### src/rtl/alarm_ring_ctrl.sv
// Alarm ringer sequencer: edge-triggered ring, bounded snooze count, timed auto-silence.
// Optional ALARM_ESCALATE_EN: beep pattern gated by sec_tick for the first 10 s of each ring.
module alarm_ring_ctrl #(
  parameter int SNOOZE_MINS = 9,
  parameter int MAX_SNOOZE  = 3,
  parameter int RING_SECS   = 60,
  parameter int TONE_DIV    = 4
) (
  input  logic       clk,
  input  logic       reset,
  input  logic       sec_tick,
  input  logic       alarm_en,
  input  logic       snooze,
  input  logic [3:0] time_hours,
  input  logic [5:0] time_mins,
  input  logic       time_AM_PM,
  input  logic [3:0] alarm_hours,
  input  logic [5:0] alarm_mins,
  input  logic       alarm_AM_PM,
  output logic       SPEAKER_OUT,
  output logic       ringing,
  output logic       snoozed,
  output logic [3:0] snooze_cnt
);

  typedef enum logic [1:0] {IDLE, RINGING, SNOOZED, SILENCED} state_t;

  localparam int DIV_W = (TONE_DIV > 1) ? $clog2(TONE_DIV) : 1;
  localparam logic [DIV_W-1:0] DIV_LAST = DIV_W'(TONE_DIV - 1);
  localparam logic [6:0] SNOOZE_W = 7'(SNOOZE_MINS);
  localparam logic [3:0] MAX_W = 4'(MAX_SNOOZE);
  localparam logic [7:0] RING_LAST = 8'(RING_SECS - 1);

  state_t           state_q, state_d;
  logic             match, tmatch, match_q;
  logic [7:0]       ring_tmr_q, ring_tmr_d;
  logic [DIV_W-1:0] div_q, div_d;
  logic             tone_q, tone_d;
  logic [3:0]       cnt_q, cnt_d;
  logic [3:0]       tgt_hours_q, tgt_hours_d;
  logic [5:0]       tgt_mins_q, tgt_mins_d;
  logic             tgt_pm_q, tgt_pm_d;
  logic [6:0]       min_sum;
  logic [5:0]       snz_mins;
  logic [3:0]       snz_hours;
  logic             snz_pm;
  logic             timeout, ring_hold;

  assign match  = (time_hours == alarm_hours) && (time_mins == alarm_mins) &&
                  (time_AM_PM == alarm_AM_PM);
  assign tmatch = (time_hours == tgt_hours_q) && (time_mins == tgt_mins_q) &&
                  (time_AM_PM == tgt_pm_q);

  // Snooze target on the 12-hour dial: 11->12 flips meridiem, 12->1 does not.
  always_comb begin
    min_sum   = {1'b0, time_mins} + SNOOZE_W;
    snz_mins  = min_sum[5:0];
    snz_hours = time_hours;
    snz_pm    = time_AM_PM;
    if (min_sum >= 7'd60) begin
      snz_mins = 6'(min_sum - 7'd60);
      if (time_hours == 4'd11) begin
        snz_hours = 4'd12;
        snz_pm    = ~time_AM_PM;
      end else if (time_hours == 4'd12) begin
        snz_hours = 4'd1;
      end else begin
        snz_hours = time_hours + 4'd1;
      end
    end
  end

  always_comb begin
    state_d     = state_q;
    ring_tmr_d  = ring_tmr_q;
    cnt_d       = cnt_q;
    tgt_hours_d = tgt_hours_q;
    tgt_mins_d  = tgt_mins_q;
    tgt_pm_d    = tgt_pm_q;
    timeout     = sec_tick && (ring_tmr_q == RING_LAST);
    if (!alarm_en) begin
      state_d = IDLE;
      cnt_d   = 4'd0;
    end else begin
      case (state_q)
        IDLE: begin
          if (match && !match_q) begin
            state_d    = RINGING;
            ring_tmr_d = 8'd0;
          end
        end
        RINGING: begin
          if (timeout) begin
            state_d = SILENCED;
          end else if (snooze && (cnt_q < MAX_W)) begin
            state_d     = SNOOZED;
            cnt_d       = cnt_q + 4'd1;
            tgt_hours_d = snz_hours;
            tgt_mins_d  = snz_mins;
            tgt_pm_d    = snz_pm;
          end else if (sec_tick) begin
            ring_tmr_d = ring_tmr_q + 8'd1;
          end
        end
        SNOOZED: begin
          if (tmatch) begin
            state_d    = RINGING;
            ring_tmr_d = 8'd0;
          end
        end
        SILENCED: begin
          if (!match && !tmatch) begin
            state_d = IDLE;
            cnt_d   = 4'd0;
          end
        end
        default: state_d = IDLE;
      endcase
    end
  end

  // Divider and tone restart from zero on every entry into RINGING.
  always_comb begin
    ring_hold = (state_q == RINGING) && (state_d == RINGING);
    div_d     = '0;
    tone_d    = 1'b0;
    if (ring_hold) begin
      if (div_q == DIV_LAST) begin
        tone_d = ~tone_q;
      end else begin
        div_d  = div_q + DIV_W'(1);
        tone_d = tone_q;
      end
    end
  end

  always_ff @(posedge clk) begin
    if (reset) begin
      state_q     <= IDLE;
      ring_tmr_q  <= 8'd0;
      div_q       <= '0;
      tone_q      <= 1'b0;
      cnt_q       <= 4'd0;
      tgt_hours_q <= 4'd0;
      tgt_mins_q  <= 6'd0;
      tgt_pm_q    <= 1'b0;
    end else begin
      state_q     <= state_d;
      ring_tmr_q  <= ring_tmr_d;
      div_q       <= div_d;
      tone_q      <= tone_d;
      cnt_q       <= cnt_d;
      tgt_hours_q <= tgt_hours_d;
      tgt_mins_q  <= tgt_mins_d;
      tgt_pm_q    <= tgt_pm_d;
    end
  end

  // Edge history keeps tracking through reset so a reset inside the alarm minute cannot re-ring.
  always_ff @(posedge clk) begin
    match_q <= match;
  end

`ifdef ALARM_ESCALATE_EN
  logic gate_q, gate_d;

  always_comb begin
    gate_d = 1'b1;
    if (ring_hold) begin
      gate_d = sec_tick ? ~gate_q : gate_q;
    end
  end

  always_ff @(posedge clk) begin
    if (reset) begin
      gate_q <= 1'b1;
    end else begin
      gate_q <= gate_d;
    end
  end

  assign SPEAKER_OUT = tone_q && (gate_q || (ring_tmr_q >= 8'd10));
`else
  assign SPEAKER_OUT = tone_q;
`endif

  assign ringing    = (state_q == RINGING);
  assign snoozed    = (state_q == SNOOZED);
  assign snooze_cnt = cnt_q;

endmodule

### config.mk
export PLATFORM = sky130hd
export DESIGN_NAME = alarm_ring_ctrl
export DESIGN_NICKNAME = d
export VERILOG_FILES = /design/src/rtl/alarm_ring_ctrl.sv
export SDC_FILE = /design/constraint.sdc
export NUM_CORES = 1
export LEC_CHECK = 0
export BUFFER_PORTS_ARGS = -buffer_cell sky130_fd_sc_hd__buf_2
export CORE_MARGIN = 3
export CORE_UTILIZATION = 51
export CTS_CLUSTER_SIZE = 8
export DETAILED_ROUTE_END_ITERATION = 8
export PLACE_DENSITY_LB_ADDON = 0.2
export SLEW_MARGIN = 30
export SYNTH_ARGS = -nofsm -noshare
export SYNTH_HDL_FRONTEND = slang
export SYNTH_SLANG_ARGS = --single-unit
### constraint.sdc
create_clock -name clk -period 2.1 [get_ports clk]
set_input_delay 0.105 -clock clk [delete_from_list [all_inputs] [get_ports clk]]
set_output_delay 0.105 -clock clk [all_outputs]
set_load 0.05 [all_outputs]
==> metrics.md <==
| Metric | Value |
|---|---|
| Initial core utilization | `54.4%` |
| DRC viols | `0` |
| Final worst slack | `0.0461 ns` |
| GRT Overall Usage | `20.0%` |
| Synthesis-to-finish area growth | `27.8%` |
| Die area | `4820 sq um` |
| Drt total wl | `4920 um` |
| First-pass GRT wire length | `7940 um` |
| Non-Filler Instances | `354` |
| Total negative slack | `0 ns` |
| Fillers | `325` |
| Outcome | `finished clean` |
| Worst Skew | `0.00505 ns` |
| Slew Viols, Final | `0` |
| R2R setup slack | `0.05 ns` |
| Clock Latency Late Sink | `0.28 ns` |
| CP required | `2.31 ns` |
| CP endpoint | `ring_tmr_q[7]` |
| Number of global-route vias before repair | `1827` |
| Largest net degree at the start of global routing | `22` |
| Worst R2R Start | `tgt_hours_q[0]` |
| Max stage delay cell, worst path | `or4_4` |
| Number of synthesized register bits | `29` |
| Crit path largest cell delay | `0.48 ns` |
| I/O pin count | `34` |
| Placer congestion estimate | `0.911` |
| Ratio of cells with drive above 1 in the final layout | `33.7%` |
| Nets@finish | `340` |
| 1st-pass router iterations | `4` |
| TritonCTS buffer count | `5` |
| FF+latch area | `592 sq um` |
| CTS Sinks | `29` |
| Row cnt | `22` |
| R2R Path End | `ring_tmr_q[7]` |
| Area of the multi-input gates | `1430 sq um` |
| CTS tree | `yes` |
| Post-Synthesis Cells | `246` |
| CTS clk-pin slew, worst paths | `0.06 ns` |
| RSZ-0062 raised after global routing | `true` |
| Max Fclk | `487 MHz` |
| WP buf/inv | `0` |
| Main synth FF type | `dfxtp_1` |
| Final hold violations | `0` |
| Synthesized cell area | `2050 sq um` |
| Leak | `1.14 nW` |
| Wirelength per Cell | `13.9 um` |
| 1st-iter DRT viols | `134` |
| Post-synthesis sequential area ratio | `28.3%` |
| Ys async rst share | `0%` |
| IR drop worst, VDD | `0.372 mV` |
| Crit path max fanout | `5` |
| Post-synth EDFFs | `0` |
| Worst hold path class | `input port to register` |
| Final Setup Violations | `0` |
| Relative slew slack | `69.8%` |
| CP cell instances | `xor2_1 -> nor4_4 -> nand4_1 -> a22o_4 -> or4_4 -> a21oi_2` |
| Core Area | `3770 sq um` |
| Pwr Total | `0.00120 W` |
| Period minus WS final | `2.05 ns` |
| Vias | `1973` |
| Antenna violations before repair | `0` |
| WP data arrival | `2.27 ns` |
| Die H | `69.5 um` |
| Max-Cap Viols | `0` |
| Syn Area/Cell | `8.35 sq um` |
| Total grt overflow | `0` |
| Kind of critical path | `register to register` |
| Root buffer cell | `clkbuf_8` |
| Post-DP HPWL | `3640 um` |
| Post-Place Cells | `342` |
| Tcrit/Tclk final | `97.8%` |
| Die Span X | `69.5 um` |
| Least-Margin Pin Slew | `0.453 ns` |
| Netlist cell types | `54` |
| Port bufs | `33` |
| Yosys warns | `0` |
| Post-DR vias/cell | `5.57` |
| Nature of the critical path endpoint | `register` |
| Final antenna-violating net count | `0` |
| CP Launch Point | `tgt_hours_q[0]` |
| PwrDens | `459 nW/um^2` |
| Worst slack, placed | `-0.298 ns` |
| CTS H-tree lvls | `2` |
| N_diodes | `0` |
| Startpoint Class | `register` |
| Levels on crit path | `6` |
| Clock Path Buffers | `2` |
| Largest delay share family, worst path | `simple AND/OR/NAND/NOR gates` |
| Syn nets | `281` |
| Worst Reg2Reg Path Length in Cells | `6` |
[worst min-delay path by stage]
stage / startpoint / to / slack (ns) / depth (start not counted)
2_1_floorplan: reset / state_q[1] / 0.27 / 2
3_3_place_gp: div_q[0] / div_q[0] / 0.42 / 1
3_5_place_dp: div_q[0] / div_q[0] / 0.43 / 1
4_1_cts: time_AM_PM / tgt_pm_q / 0.16 / 3
5_1_grt: time_mins[0] / tgt_mins_q[0] / 0.19 / 3
6_report: time_AM_PM / tgt_pm_q / 0.16 / 3
[through the flow]
stage | utilization [%] | area [sq um] | hold WS (ns)
6_report | 69.6 | 2630 | 0.160
5_1_grt | 69.6 | 2630 | 0.193
4_1_cts | 66.8 | 2520 | 0.155
3_5_place_dp | 64.5 | 2430 | 0.429
3_3_place_gp | 64.5 | 2430 | 0.419
2_1_floorplan | - | 2070 | 0.268
[cell usage after synthesis (3+ instances only)]
cell       n  share of area (%)
dfxtp_1   29                 28
and3_1     4                1.2
nand2_1   11                2.0
o21ai_1    3               0.73
inv_1      8                1.5
nor3_1     4               0.98
o21ai_0   11                2.7
xor2_1    26                 11
nor2_1    22                4.0
buf_6      4                2.2
a211oi_1   3                1.1
a21oi_1   15                3.7
a31oi_1    3               0.91
ha_1       8                4.9
nand4_1    5                1.5
nand2b_1   6                1.8
or3_1      3               0.91
and2_1     3               0.91
mux2i_1    5                2.4
or4_1      5                1.8
clkbuf_1   4               0.73
buf_2      7                1.7
nand3_1   11                2.7
a311oi_1   4                1.7
[cells in the final DEF, fill, tap and decap left out, drive strengths merged, types with 5 or more instances in the layout]
master and instances:
or4 5, nand2b 6, nor2 22, buf 66, mux2i 5, nand2 11
nand3 11, ha 8, a21oi 15, clkbuf 6, nand4 5, inv 10
dfxtp 29, xor2 27, o21ai 14, nor4 5
[metal layers]
metal  global-route usage [%]  wire length [um]
met4                     4.34                22
met5                        0                 0
met2                     33.1              2440
met3                     5.07               154
met1                     26.1              2310
[worst register-to-register path, delay by kind of cell, from the launching register on]
| family | cells | cell delay [ns] |
|---|---|---|
| AO/OA/AOI/OAI | 2 | 0.44 |
| flip-flops | 1 | 0.34 |
| XOR/XNOR | 1 | 0.19 |
| AND/OR/NAND/NOR | 3 | 1.01 |
[logic make-up after synthesis]
logic type	count (synthesis)	share of synthesized area, %
simple gates	88	25.0
compound gates	62	20.1
flops	29	28.3
xor+xnor	28	12.3
buf+inv	25	6.46
fa+ha+maj	8	4.88
mux	6	2.99
[flip-flops by register name (all words and copies together) (netlist names)]
signal	cells
snooze_cnt	4
tgt_pm_q	1
SPEAKER_OUT	1
tgt_hours_q	4
state_q	2
match_q	1
ring_tmr_q	8
tgt_mins_q	6
div_q	2
[power by group]
group / internal [W] / leakage [nW] / switching [W] / total (W)
combinational: 0.000101 / 0.857 / 0.000117 / 0.000217
sequential: 0.000547 / 0.237 / 0.0000000430 / 0.000547
clock: 0.000229 / 0.0450 / 0.000211 / 0.000440
[area by class of cell]
| type | count | share of cell area [%] |
|---|---|---|
| Multi-Input combinational cell | 193 | 54.4 |
| Timing Repair Buffer | 66 | 16.2 |
| Tap cell | 48 | 2.29 |
| Sequential cell | 29 | 22.5 |
| Inverter | 10 | 1.43 |
| Clock buffer | 6 | 2.76 |
| Clock inverter | 2 | 0.381 |
[repair_timing]
item,4_1_cts,5_1_grt
gates cloned,0,1
hold buffers,0,0
resized for setup,1,15
pin swaps,0,9
setup endpoints to repair,3,16
setup buffers,0,3
(Power assumes the default switching activity.)
